[src/rtl/uart_pkg.sv]
// Shared types and constants for the UART TX scheduler.
package uart_pkg;

    localparam int UART_WORD_W    = 16;
    localparam int UART_BYTE_W    = 8;
    localparam int UART_GAP_W_DEF = 8;
    localparam int UART_CNT_W_DEF = 16;

    typedef enum logic [2:0] {
        IDLE    = 3'd0,
        POP     = 3'd1,
        LOAD    = 3'd2,
        SEND_LO = 3'd3,
        SEND_HI = 3'd4,
        GAP     = 3'd5
    } tx_state_e;

endpackage

[src/rtl/uart_tx_sched_sync_2ff.sv]
// Two-flop synchronizer for a single asynchronous level input.
module sync_2ff #(
    parameter logic RST_VAL = 1'b0
) (
    input  logic clk,
    input  logic rst_n,
    input  logic d_i,
    output logic q_o
);

    logic meta_q;
    logic sync_q;

    // Shift the async level through two flops before it is used.
    always_ff @(posedge clk or negedge rst_n) begin
        if (!rst_n) begin
            meta_q <= RST_VAL;
            sync_q <= RST_VAL;
        end else begin
            meta_q <= d_i;
            sync_q <= meta_q;
        end
    end

    assign q_o = sync_q;

endmodule

[src/rtl/uart_tx_sched.sv]
// UART TX scheduler: pops one 16-bit word from the TX FIFO, hands its low then
// high byte to the serializer over valid/ready, then idles for gap_cfg cycles.
// Optional CTS flow control is built when UART_TX_CTS_FLOW_EN is defined.
//
// state   | meaning
// IDLE    | waiting for enable and a non-empty FIFO, issues the pop
// POP     | FIFO read latency cycle
// LOAD    | capture FIFO word, present low byte
// SEND_LO | low byte presented, waiting for handshake (or CTS between bytes)
// SEND_HI | high byte presented, waiting for handshake
// GAP     | inter-word idle countdown
module uart_tx_sched
    import uart_pkg::*;
#(
    parameter int GAP_W = UART_GAP_W_DEF,
    parameter int CNT_W = UART_CNT_W_DEF
) (
`ifdef UART_TX_CTS_FLOW_EN
    input  logic                   cts_n,
`endif
    input  logic                   clk,
    input  logic                   rst_n,
    input  logic                   enable,
    input  logic [GAP_W-1:0]       gap_cfg,
    input  logic                   fifo_empty,
    output logic                   fifo_rd_en,
    input  logic [UART_WORD_W-1:0] fifo_rd_data,
    output logic [UART_BYTE_W-1:0] tx_data,
    output logic                   tx_valid,
    input  logic                   tx_ready,
    output logic                   busy,
    output logic [CNT_W-1:0]       words_sent
);

    tx_state_e              state_q;
    logic                   fifo_rd_en_q;
    logic                   tx_valid_q;
    logic                   hi_sel_q;
    logic [UART_WORD_W-1:0] hold_q;
    logic [GAP_W-1:0]       gap_q;
    logic                   busy_q;
    logic [CNT_W-1:0]       words_sent_q;
    logic                   cts_ok;

`ifdef UART_TX_CTS_FLOW_EN
    logic cts_n_sync;

    // Idle-high reset value keeps the scheduler quiet until CTS is really seen.
    sync_2ff #(.RST_VAL(1'b1)) u_cts_sync (
        .clk   (clk),
        .rst_n (rst_n),
        .d_i   (cts_n),
        .q_o   (cts_n_sync)
    );

    assign cts_ok = ~cts_n_sync;
`else
    assign cts_ok = 1'b1;
`endif

    // Word sequencing FSM; all handshake outputs and status are registered here.
    always_ff @(posedge clk or negedge rst_n) begin
        if (!rst_n) begin
            state_q      <= IDLE;
            fifo_rd_en_q <= 1'b0;
            tx_valid_q   <= 1'b0;
            hi_sel_q     <= 1'b0;
            hold_q       <= '0;
            gap_q        <= '0;
            busy_q       <= 1'b0;
            words_sent_q <= '0;
        end else begin
            fifo_rd_en_q <= 1'b0;
            unique case (state_q)
                IDLE: begin
                    if (enable && !fifo_empty && cts_ok) begin
                        fifo_rd_en_q <= 1'b1;
                        busy_q       <= 1'b1;
                        state_q      <= POP;
                    end
                end
                POP: begin
                    state_q <= LOAD;
                end
                LOAD: begin
                    hold_q     <= fifo_rd_data;
                    hi_sel_q   <= 1'b0;
                    tx_valid_q <= 1'b1;
                    state_q    <= SEND_LO;
                end
                SEND_LO: begin
                    // !tx_valid_q here means the low byte is gone and only CTS blocks us
                    if (!tx_valid_q || tx_ready) begin
                        if (cts_ok) begin
                            hi_sel_q   <= 1'b1;
                            tx_valid_q <= 1'b1;
                            state_q    <= SEND_HI;
                        end else begin
                            tx_valid_q <= 1'b0;
                        end
                    end
                end
                SEND_HI: begin
                    if (tx_ready) begin
                        tx_valid_q   <= 1'b0;
                        words_sent_q <= words_sent_q + CNT_W'(1);
                        if (gap_cfg == '0) begin
                            busy_q  <= 1'b0;
                            state_q <= IDLE;
                        end else begin
                            gap_q   <= gap_cfg;
                            state_q <= GAP;
                        end
                    end
                end
                GAP: begin
                    gap_q <= gap_q - GAP_W'(1);
                    if (gap_q == GAP_W'(1)) begin
                        busy_q  <= 1'b0;
                        state_q <= IDLE;
                    end
                end
                default: begin
                    tx_valid_q <= 1'b0;
                    busy_q     <= 1'b0;
                    state_q    <= IDLE;
                end
            endcase
        end
    end

    assign fifo_rd_en = fifo_rd_en_q;
    assign tx_valid   = tx_valid_q;
    assign tx_data    = hi_sel_q ? hold_q[15:8] : hold_q[7:0];
    assign busy       = busy_q;
    assign words_sent = words_sent_q;

endmodule

[config.mk]
export PLATFORM = sky130hd
export DESIGN_NAME = uart_tx_sched
export DESIGN_NICKNAME = d
export VERILOG_FILES = /design/src/rtl/uart_pkg.sv /design/src/rtl/uart_tx_sched_sync_2ff.sv /design/src/rtl/uart_tx_sched.sv
export SDC_FILE = /design/constraint.sdc
export NUM_CORES = 1
export LEC_CHECK = 0
export BUFFER_PORTS_ARGS = -buffer_cell sky130_fd_sc_hd__buf_2
export CAP_MARGIN = 20
export CELL_PAD_IN_SITES_DETAIL_PLACEMENT = 1
export CELL_PAD_IN_SITES_GLOBAL_PLACEMENT = 1
export CORE_ASPECT_RATIO = 0.5
export CORE_MARGIN = 3
export CORE_UTILIZATION = 37
export CTS_BUF_LIST = sky130_fd_sc_hd__clkbuf_16
export DETAILED_ROUTE_END_ITERATION = 10
export HOLD_SLACK_MARGIN = 0.02
export PLACE_DENSITY_LB_ADDON = 0.15
export SETUP_SLACK_MARGIN = 0.02
export SYNTH_ARGS = -nofsm -noshare
export SYNTH_HDL_FRONTEND = slang
export SYNTH_HIERARCHICAL = 1
export SYNTH_SLANG_ARGS = --single-unit
[constraint.sdc]
create_clock -name clk -period 1.6 [get_ports clk]
set_clock_uncertainty 0.05 [all_clocks]
set_input_delay 0.32 -clock clk [delete_from_list [all_inputs] [get_ports clk]]
set_output_delay 0.32 -clock clk [all_outputs]
set_load 0.005 [all_outputs]
==> metrics.md <==
| Metric | Value |
|---|---|
| Worst hold path cell count | 2 |
| Ant diodes | 0 |
| Status | finished with violations |
| CP Capture Type | flip-flop |
| Fin util | 0.590 |
| DP Cell Count | 380 |
| Fin crit period | 1.65 ns |
| Number of port buffers | 55 |
| Hold Path Class | in2reg |
| CP Data Required Time | 1.75 ns |
| Pint | 0.00384 W |
| Critical path launch point type | flip-flop |
| Slew headroom | 0.752 |
| Total power divided by cell area | roughly 1700 nW/µm² |
| First-pass GRT wire length | about 11000 µm |
| Clk Latency, worst-skew pair | between 0.2 and 0.3 ns |
| Crit path largest cell delay | approximately 0.56 ns |
| Most used DFF post-synth | dfrtp_1 |
| Hold Slack | roughly 0.21 ns |
| Detail Route Antenna Nets | 0 |
| Number of synthesized register bits | between 40 and 50 |
| Final Max Tran Viols | 0 |
| CP max stage cell | or4_4 |
| Clk buf depth | 2 |
| Clk sinks | 47 |
| Rows | 19 |
| Worst R2R Path Depth | 5 |
| Drt first pass iters | 4 |
| Design Area, Final | around 3400 µm² |
| Die height | ~62 µm |
| Post-DP HPWL | 4880 µm |
| Mean post-synth cell area | 10.8 µm² |
| Most Crowded Layer GR | met2 |
| Least-Margin Pin Slew | ~0.37 ns |
| DRC Markers | 0 |
| TritonCTS Buffers | 5 |
| Vias | 2082 |
| Worst vdd ir | approximately 0.76 mV |
| Vias in the first global route | around 2200 |
| Switching fraction of total power | 0.340 |
| Initial core utilization | 0.404 |
| Mapped cell area | about 2300 µm² |
| Nets | ~340 |
| CP max FO | 3 |
| Routed WL | 6980 µm |
| Area grow syn2layout | 46.1% |
| Failing checks | setup timing |
| Die width | about 120 µm |
| Clock-pin slew on the worst setup and hold paths | around 0.07 ns |
| Setup CP Type | reg2reg |
| Sequential element share of the synthesized area | 0.502 |
| Global Route met3 Usage | 0.0426 |
| Asr flop ratio synth | 1.00 |
| Adder-cell area share of the yosys netlist | 0.0160 |
| Largest net degree at the start of global routing | between 40 and 50 |
| DIE AREA | 7380 µm² |
| Compound-Gate Fraction of Synth Area | 0.101 |
| Iter 0 DRT Violations | roughly 130 |
| Max-cap viol count | 0 |
| Global Route Usage Sum | 0.183 |
| WL/cell | roughly 18 µm |
| Met1 Resource Use GR | 0.226 |
| GPL Wtd Cong | 0.775 |
| Post-synth top area share | 0.502 |
| Post-synth EDFFs | 0 |
| Fin. Hold Viols | 0 |
| Ys Warns | 6 |
| Non-Filler Instances | between 300 and 400 |
| Met2 usage | 0.323 |
| Area leader, netlist | dfrtp_1 |
| Via-to-Cell Ratio | roughly 5.2 |
| Clock power share | 0.179 |
| Core Footprint | between 5000 and 6000 µm² |
| Final setup margin | -0.0460 ns |
| Pleak | approximately 1.6 nW |
| Mapped Cells | 217 |
| Synth top area cells | dfrtp_1, mux2_2, xnor2_1, nand2_1, nor2_1 |
| Comb pwr share | 0.499 |
| Post-synthesis mux area share | 0.120 |
| Setup violations, final | 10 |
| Tot Pwr | 0.00581 W |
| CP Data Arrival Time | between 1.5 and 2 ns |
| GRT overflow | 0 |
| Cell breakdown of the critical path | ha_4 > nand2_2 > or4_4 > nor3_4 > xor2_1 |
| Reg power frac | 0.321 |
| Most frequent cells in the layout | buf_2, dfrtp_1, buf_4 |
| Period utilisation layout | 1.03 |
| Fmax achieved | 0.608 GHz |
| Cell Area, Placed | a little under 3000 µm² |
| XOR/XNOR Fraction of Synth Area | 0.0598 |
| Largest family of logic cells by synthesized area | simple AND/OR/NAND/NOR gates |
| Yosys cell types | 43 |
| CTS tree | done |
| I/O pins | 56 |
| Share of cells above drive strength 1 | 0.492 |
| Simple-gate share of the synthesized area | 0.168 |
| Fillers | between 600 and 700 |
| RSZ-0062 raised after global routing | true |
| H-tree levels | 2 |
| Initial antenna violation count | 0 |
| P_sw | between 0.0015 and 0.002 W |
| Net Count, Synth | approximately 250 |
| CTS root buf | clkbuf_16 |
| Commonest non-fill, non-tap cell in the layout | buf_2 |
[synthesized netlist by cell type (all sizes together), types with 2 or more instances]
cell / n
buf: 4
nand4: 6
xor2: 4
nor4: 6
xnor2: 12
nor3: 8
a31oi: 2
a22o: 3
ha: 3
dfrtp: 47
nand3: 8
nand2: 15
o311ai: 2
o32a: 2
nand2b: 4
a21oi: 9
o21ai: 7
a21boi: 2
a211o: 2
clkbuf: 5
nor2: 15
a221oi: 2
mux2: 25
inv: 8
and3: 2
[critical path: cells and delay by family, from the launching register on]
family	cells	cell delay, ns
and+or+nand+nor	3	0.78
adders and majority gates	1	0.16
DFF	1	0.40
xor gates and xnor gates	1	0.18
[area by class of cell]
type | instances | area [µm²] | area share
Multi-Input combinational cell | 153 | 1280 | 0.374
Sequential cell | 47 | 1180 | 0.344
Timing Repair Buffer | 97 | 686 | 0.200
Clock buffer | 5 | 125 | 0.0365
Tap cell | 84 | 105 | 0.0307
Inverter | 8 | 30.0 | 0.00877
Clock inverter | 3 | 20.0 | 0.00585
[per-layer routing]
| metal | up-vias | wire [µm] |
|---|---|---|
| met5 | - | 0 |
| met4 | 0 | 115 |
| met3 | 10 | 305 |
| met2 | 57 | 3580 |
| met1 | 1045 | 2980 |
| li1 | 970 | - |
[path summary, 6_finish.rpt]
path / from / to / slack [ns]
worst max-delay path: words_sent[1] / words_sent[14] / -0.05
worst max register to register: words_sent[1] / words_sent[14] / -0.05
worst min-delay path: fifo_rd_data[13] / hold_q[13] / 0.21
min in group asynchronous: rst_n / state_q[1] / 0.50
worst min register to register: words_sent[15] / words_sent[15] / 0.43
max in group asynchronous: rst_n / hold_q[8] / 0.77
[metrics by stage]
| step | worst slack (ns) | TNS [ns] |
|---|---|---|
| after floorplan | -0.0772 | -0.133 |
| after global placement | 0.00449 | 0 |
| after detailed placement | -0.137 | -0.828 |
| after CTS | -0.0324 | -0.197 |
| after global routing | -0.137 | -0.985 |
| final | -0.0460 | -0.266 |
[flip-flops by register name, summed over array words and instances, names as in the netlist]
register,flops
busy,1
state_q,3
words_sent,16
hold_q,16
fifo_rd_en,1
hi_sel_q,1
tx_valid,1
gap_q,8
[cell families (layout without fill, tap and decap cells)]
group                      count (synthesis)  in the layout
and+or+nand+nor                           74             74
DFF                                       47             47
AOI/OAI and AO/OA                         35             35
muxes                                     25             25
buffers and inverters                     17            113
xor gates and xnor gates                  16             16
adders and majority gates                  3              3
[power groups by stage]
stage / Clock [W] / Sequential, W / Combinational [W]
floorplan: 0 / 0.00181 / 0.00139
global placement: 0 / 0.00183 / 0.00220
detailed placement: 0 / 0.00187 / 0.00228
CTS: 0.00107 / 0.00183 / 0.00244
global route: 0.00112 / 0.00192 / 0.00316
finish: 0.00104 / 0.00187 / 0.00290
[repair_timing]
item,CTS,global route
pin swaps,3,9
hold buffers,1,0
cloned,0,1
hold endpoints to repair,47,0
buffers inserted,2,5
endpoints found under the setup margin,20,44
gates resized for setup,13,35
(Power assumes the default switching activity.)
